File: src/rtl/mem_arbiter2_if.sv
// mem_interface: request/ready handshake bus between a bus master and the SDRAM controller.
// The master holds request high for a transfer; each cycle with ready & request moves one word.
interface mem_interface #(
    parameter int ADDR_W = 24,
    parameter int DATA_W = 32
);
    logic              request;
    logic              write_enable;
    logic [ADDR_W-1:0] address;
    logic              last4;
    logic [DATA_W-1:0] data_write;
    logic              ready;
    logic [DATA_W-1:0] data_read;

    modport master (
        output request, write_enable, address, last4, data_write,
        input  ready, data_read
    );

    modport slave (
        input  request, write_enable, address, last4, data_write,
        output ready, data_read
    );
endinterface

File: src/rtl/mem_arbiter2.sv
// mem_arbiter2: round-robin two-master arbiter on the mem_interface bus with a per-grant burst limit.
// Optional MEM_ARB_STATS_EN adds grant/cut statistic counters and their output ports.
module mem_arbiter2 #(
    parameter int MAX_BURST = 64,
    parameter int STAT_W    = 16
) (
    input  logic         clk,
    input  logic         reset_n,
    mem_interface.slave  m0,
    mem_interface.slave  m1,
    mem_interface.master mem
`ifdef MEM_ARB_STATS_EN
    ,
    output logic [STAT_W-1:0] grant_cnt0,
    output logic [STAT_W-1:0] grant_cnt1,
    output logic [STAT_W-1:0] cut_cnt
`endif
);

    typedef enum logic [1:0] {
        IDLE,
        GRANT0,
        GRANT1,
        RELEASE
    } state_t;

    // MAX_BURST = 0 means unlimited; the beat counter then just saturates at all ones.
    localparam int BEAT_W = (MAX_BURST > 0) ? $clog2(MAX_BURST + 1) : 1;
    localparam logic [BEAT_W-1:0] BEAT_MAX =
        (MAX_BURST > 0) ? BEAT_W'(MAX_BURST) : {BEAT_W{1'b1}};

    state_t            state, state_nxt;
    logic              owner, owner_nxt;
    logic [BEAT_W-1:0] beat, beat_nxt;
    logic              started, started_nxt;
    logic              cut, cut_nxt;

    logic              in_grant;
    logic              sel1;
    logic              req_cur;
    logic              mem_req;
    logic              fire;
    logic              limit_hit;
    logic [BEAT_W-1:0] beat_inc;

    assign in_grant = (state == GRANT0) || (state == GRANT1);
    // RELEASE keeps the owner's address/data on the bus for its trailing write beat.
    assign sel1      = (state == GRANT1) || ((state == RELEASE) && owner);
    assign req_cur   = sel1 ? m1.request : m0.request;
    assign mem_req   = in_grant && req_cur && !cut;
    assign fire      = mem_req && mem.ready;
    assign beat_inc  = (beat == BEAT_MAX) ? beat : beat + 1'b1;
    assign limit_hit = (MAX_BURST != 0) && fire && (beat_inc == BEAT_MAX);

    assign mem.request      = mem_req;
    assign mem.address      = (state == IDLE) ? '0 : (sel1 ? m1.address : m0.address);
    assign mem.write_enable = (state != IDLE) && (sel1 ? m1.write_enable : m0.write_enable);
    assign mem.last4        = (state != IDLE) && (sel1 ? m1.last4 : m0.last4);
    assign mem.data_write   = (state == IDLE) ? '0 : (sel1 ? m1.data_write : m0.data_write);

    assign m0.ready     = (state == GRANT0) && mem.ready && !cut;
    assign m1.ready     = (state == GRANT1) && mem.ready && !cut;
    assign m0.data_read = mem.data_read;
    assign m1.data_read = mem.data_read;

    // NOTE: state registers use non-blocking assignments so every flop samples pre-edge values.
    always_ff @(posedge clk or negedge reset_n) begin
        if (!reset_n) begin
            state   <= IDLE;
            owner   <= 1'b1;
            beat    <= '0;
            started <= 1'b0;
            cut     <= 1'b0;
        end else begin
            state   <= state_nxt;
            owner   <= owner_nxt;
            beat    <= beat_nxt;
            started <= started_nxt;
            cut     <= cut_nxt;
        end
    end

    // NOTE: every variable gets a default first so no path leaves one unassigned (no latches).
    always_comb begin
        state_nxt   = state;
        owner_nxt   = owner;
        beat_nxt    = beat;
        started_nxt = started;
        cut_nxt     = cut;

        unique case (state)
            IDLE: begin
                if (m0.request && (!m1.request || owner)) begin
                    state_nxt   = GRANT0;
                    owner_nxt   = 1'b0;
                    beat_nxt    = '0;
                    started_nxt = 1'b0;
                end else if (m1.request) begin
                    state_nxt   = GRANT1;
                    owner_nxt   = 1'b1;
                    beat_nxt    = '0;
                    started_nxt = 1'b0;
                end
            end

            GRANT0, GRANT1: begin
                if (fire) begin
                    beat_nxt    = beat_inc;
                    started_nxt = 1'b1;
                end
                if (limit_hit) begin
                    cut_nxt = 1'b1;
                end
                // Master gave up, slave closed the transfer, or burst limit reached.
                if (!req_cur || (started && !mem.ready) || limit_hit) begin
                    state_nxt = RELEASE;
                end
            end

            RELEASE: begin
                cut_nxt   = 1'b0;
                state_nxt = IDLE;
            end

            default: state_nxt = IDLE;
        endcase
    end

`ifdef MEM_ARB_STATS_EN
    logic grant_evt0;
    logic grant_evt1;

    assign grant_evt0 = (state == IDLE) && (state_nxt == GRANT0);
    assign grant_evt1 = (state == IDLE) && (state_nxt == GRANT1);

    // Counters wrap naturally at 2^STAT_W.
    always_ff @(posedge clk or negedge reset_n) begin
        if (!reset_n) begin
            grant_cnt0 <= '0;
            grant_cnt1 <= '0;
            cut_cnt    <= '0;
        end else begin
            if (grant_evt0) grant_cnt0 <= grant_cnt0 + 1'b1;
            if (grant_evt1) grant_cnt1 <= grant_cnt1 + 1'b1;
            if (limit_hit)  cut_cnt    <= cut_cnt + 1'b1;
        end
    end
`endif

endmodule

File: src/flat_wrapper.sv
// flat-port wrapper written by rule: the top's interface ports become plain ports
module mem_arbiter2_flat 
#(
    parameter int MAX_BURST = 64,
    parameter int STAT_W    = 16
)
  (clk, reset_n, m0_request, m0_write_enable, m0_address, m0_last4, m0_data_write, m0_ready, m0_data_read, m1_request, m1_write_enable, m1_address, m1_last4, m1_data_write, m1_ready, m1_data_read, mem_request, mem_write_enable, mem_address, mem_last4, mem_data_write, mem_ready, mem_data_read);
  mem_interface m0_i ();
  mem_interface m1_i ();
  mem_interface mem_i ();
  input  logic clk;
  input  logic reset_n;
  input wire logic [$bits(m0_i.request)-1:0] m0_request;
  input wire logic [$bits(m0_i.write_enable)-1:0] m0_write_enable;
  input wire logic [$bits(m0_i.address)-1:0] m0_address;
  input wire logic [$bits(m0_i.last4)-1:0] m0_last4;
  input wire logic [$bits(m0_i.data_write)-1:0] m0_data_write;
  output wire logic [$bits(m0_i.ready)-1:0] m0_ready;
  output wire logic [$bits(m0_i.data_read)-1:0] m0_data_read;
  input wire logic [$bits(m1_i.request)-1:0] m1_request;
  input wire logic [$bits(m1_i.write_enable)-1:0] m1_write_enable;
  input wire logic [$bits(m1_i.address)-1:0] m1_address;
  input wire logic [$bits(m1_i.last4)-1:0] m1_last4;
  input wire logic [$bits(m1_i.data_write)-1:0] m1_data_write;
  output wire logic [$bits(m1_i.ready)-1:0] m1_ready;
  output wire logic [$bits(m1_i.data_read)-1:0] m1_data_read;
  output wire logic [$bits(mem_i.request)-1:0] mem_request;
  output wire logic [$bits(mem_i.write_enable)-1:0] mem_write_enable;
  output wire logic [$bits(mem_i.address)-1:0] mem_address;
  output wire logic [$bits(mem_i.last4)-1:0] mem_last4;
  output wire logic [$bits(mem_i.data_write)-1:0] mem_data_write;
  input wire logic [$bits(mem_i.ready)-1:0] mem_ready;
  input wire logic [$bits(mem_i.data_read)-1:0] mem_data_read;
  assign m0_i.request = m0_request;
  assign m0_i.write_enable = m0_write_enable;
  assign m0_i.address = m0_address;
  assign m0_i.last4 = m0_last4;
  assign m0_i.data_write = m0_data_write;
  assign m0_ready = m0_i.ready;
  assign m0_data_read = m0_i.data_read;
  assign m1_i.request = m1_request;
  assign m1_i.write_enable = m1_write_enable;
  assign m1_i.address = m1_address;
  assign m1_i.last4 = m1_last4;
  assign m1_i.data_write = m1_data_write;
  assign m1_ready = m1_i.ready;
  assign m1_data_read = m1_i.data_read;
  assign mem_request = mem_i.request;
  assign mem_write_enable = mem_i.write_enable;
  assign mem_address = mem_i.address;
  assign mem_last4 = mem_i.last4;
  assign mem_data_write = mem_i.data_write;
  assign mem_i.ready = mem_ready;
  assign mem_i.data_read = mem_data_read;
  mem_arbiter2 #(.MAX_BURST(MAX_BURST), .STAT_W(STAT_W)) u_core (.clk(clk), .reset_n(reset_n), .m0(m0_i), .m1(m1_i), .mem(mem_i));
endmodule
File: config.mk
export PLATFORM = sky130hd
export DESIGN_NAME = mem_arbiter2_flat
export DESIGN_NICKNAME = d
export VERILOG_FILES = /design/src/rtl/mem_arbiter2_if.sv /design/src/rtl/mem_arbiter2.sv /design/src/flat_wrapper.sv
export SDC_FILE = /design/constraint.sdc
export NUM_CORES = 1
export LEC_CHECK = 0
export CORE_AREA = 2 2 109 111
export DETAILED_ROUTE_END_ITERATION = 16
export DIE_AREA = 0 0 111 113
export MAX_ROUTING_LAYER = met4
export PLACE_DENSITY = 0.69
export SYNTH_ARGS = -nofsm -noshare
export SYNTH_HDL_FRONTEND = slang
export SYNTH_SLANG_ARGS = --single-unit
File: constraint.sdc
create_clock -name clk -period 2.6 [get_ports clk]
set_clock_uncertainty 0.1 [all_clocks]
set_input_delay 0.52 -clock clk [delete_from_list [all_inputs] [get_ports clk]]
set_output_delay 0.52 -clock clk [all_outputs]
set_load 0.01 [all_outputs]
==> results.toml <==
[outcome]
status = "finished clean"

[min_path]
min_path_type = "flip-flop to flip-flop"

[floorplanning]
io_pins = 278
row_count = 39
die_h_um = 113
start_util = 0.197
die-area_um2 = 12500
die_x_um = 111
fp.coreArea_um2 = 11300

[setup_path]
path_buf_inv = 3
path_delay_family = "buffers and inverters"
required_ns = 1.98
worstPathArrival_ns = 1.98
cp-start-kind = "flip-flop"
end_kind = "primary output"
crit_type = "flip-flop to primary output"
critical_path.cell_chain = "inv_2 > ha_4 > a21oi_4 > buf_4 > mux2_2 > nand2_1 > nor2_1 > dlygate4sd2_1"
critical-path-max-stage-delay_ns = 0.42
cpMaxStageDelayCell = "dfrtp_1"
cp_max_fo = 3

[routing]
viasPerCell = 4.59
wl_um = 9510
drt_iter0_drc = 198
route.vias.total = 2855
wl_per_cell_um = 15.3
drt_first_pass_iters = 4
drc = 0
ant_nets = 0

[sta]
fmax_mhz = 385
max-slew-margin-rel = 0.594
fin_crit_ns = 2.60
tns_ns = 0
hold_viol = 0
rsz0062_at_grt = "true"
whs_ns = 0.403
finalMaxSlewViolations = 0
tightestPinTransition_ns = 0.607
finalSetupViolCount = 0
fin_crit_sh = 0.999

[synthesis]
ys.flop_type = "dfrtp_1"
yosys.cell_types.count = 39
synth_top_area_cell = "buf_4"
synth_enable_flop_cells = 0
yosysSeqAreaShare = 0.136
syn-num-nets = 519
ys_seq_elements = 12
netlist_area_um2 = 2220
yosysWarnings = 0
synth_area_leaders = "buf_4 (22%), nand2_1 (21%), a21oi_1 (13%)"
avgSynthCellArea_um2 = 6.17
synthArstFlopShare = 1.00
synth_cells = 360
synth.top_cell.area_share = 0.220

[job]
drv_cap = 0

[clocking]
clk-insertion-delay-late_ns = 0.24
cts_tree = "built"
clk_path_buf_depth = 2
clock-sinks = 12
clock-root-buffer = "clkbuf_16"
cts.clk_slew.worst_paths_ns = 0.05
cts_buffers = 3
h-tree-depth = 1
hold_buffers = 0

[grt]
grt_pass1_vias = 2840
grt_util_all_layers = 0.146
grt_pass1_wl_um = 14600
antenna_found_initial = 0
grt_max_degree = 43
grt-ovfl-total = 0

[placement]
io_buffers = 181
post_dp_cell_area_um2 = 3840
gp_congestion = 0.930
place_inst = 613
place_hpwl_um = 7060

[power]
powerDensity_nw_per_um2 = 1170
p_leak_nw = 1.75
ir_worst_vdd_uv = 509

[final_layout]
area_growth_pct = 78.3
layout-drive-gt1-share = 0.109
final_nets = 639
final_cells = 622
n_antenna_cell = 0
finalInstanceArea_um2 = 3960
sequential cells by signal (all words and copies together), names as in the netlist:
name	flops
u_core.started	1
u_core.beat	7
u_core.owner	1
u_core.state	2
u_core.cut	1
power by group:
| part | switching, mW | total, mW | internal (mW) |
|---|---|---|---|
| registers | 0.0837 | 0.333 | 0.249 |
| logic | 2.05 | 3.97 | 1.91 |
| clock network | 0.0896 | 0.323 | 0.233 |
| total | 2.23 | 4.62 | 2.39 |
synthesized netlist by cell type, types with 4 or more instances:
cell type / n
nand2_1: 124
ha_1: 6
buf_4: 65
dfrtp_1: 11
a21oi_1: 59
o31ai_1: 6
a31oi_1: 5
inv_1: 5
o21ai_0: 7
nor3_1: 7
clkbuf_1: 16
nor2b_1: 4
nor2_1: 7
layout make-up:
class / instances / area, um2
Multi-Input combinational cell: 256 / 1370
Inverter: 5 / 18.8
Tap cell: 143 / 179
Fill cell: 1195 / 7310
Timing Repair Buffer: 202 / 2000
Clock buffer: 4 / 88.8
Sequential cell: 12 / 302
worst paths after layout:
kind                                             start                         end  slack, ns  cells past startpoint
max                        u_core.state[0]$_DFFE_PN0P_                 mem_request      0.002                      8
min                         u_core.started$_DFFE_PN0P_  u_core.started$_DFFE_PN0P_       0.40                      1
max reg2reg                u_core.state[0]$_DFFE_PN0P_  u_core.beat[0]$_DFFE_PN0P_       0.28                     10
min reg2reg                 u_core.started$_DFFE_PN0P_  u_core.started$_DFFE_PN0P_       0.40                      1
max in group asynchronous                      reset_n  u_core.beat[1]$_DFFE_PN0P_       1.44                      1
min in group asynchronous                      reset_n  u_core.beat[0]$_DFFE_PN0P_       0.56                      1
stage by stage:
stage / power [mW] / util / worst slack [ns]
floorplan: 2.31 / - / 0.227
global placement: 4.36 / 0.340 / -0.0206
detailed placement: 4.43 / 0.340 / -0.0414
CTS: 4.63 / 0.351 / 0.0204
global route: 4.99 / 0.351 / -0.0430
finish: 4.62 / 0.351 / 0.00167
placed cells by master (no fill, tap or decap), types with 3 or more instances in the layout:
master	synthesis	routed
nand2_1	124	124
buf_12	0	6
a21oi_1	59	58
nor2_1	7	7
xnor2_1	3	3
dlygate4sd2_1	0	39
clkdlybuf4s15_1	0	10
and2_1	3	3
clkbuf_2	0	9
o21ai_0	7	7
inv_1	5	4
nor2b_1	4	3
clkdlybuf4s50_1	0	121
ha_1	6	3
a31oi_1	5	5
o31ai_1	6	6
buf_4	65	13
clkbuf_16	0	3
nor3_1	7	7
dfrtp_1	11	11
cells by family (layout without fill, tap and decap cells):
logic type / Yosys count / after routing / share of synthesized area
simple gates: 153 / 153 / 0.289
compound gates: 92 / 92 / 0.247
buf+inv: 92 / 211 / 0.267
flops: 12 / 12 / 0.136
fa+ha+maj: 6 / 6 / 0.0338
xor+xnor: 3 / 3 / 0.0118
mux: 2 / 2 / 0.0152
layer usage:
metal	routed length, um	vias to the layer above	global-route usage	share of wire
met2	4510	168	0.247	0.47
met1	3740	1276	0.166	0.39
met3	985	40	0.0445	0.10
met4	272	0	0.0442	0.029
met5	0	-	-	0
li1	-	1371	-	-
repair_timing:
item / 4_1_cts / 5_1_grt
cloned: 2 / 0
setup buffers: 2 / 1
setup endpoints to repair: 59 / 29
resized for setup: 65 / 33
Power figures use the tool's default switching activity.
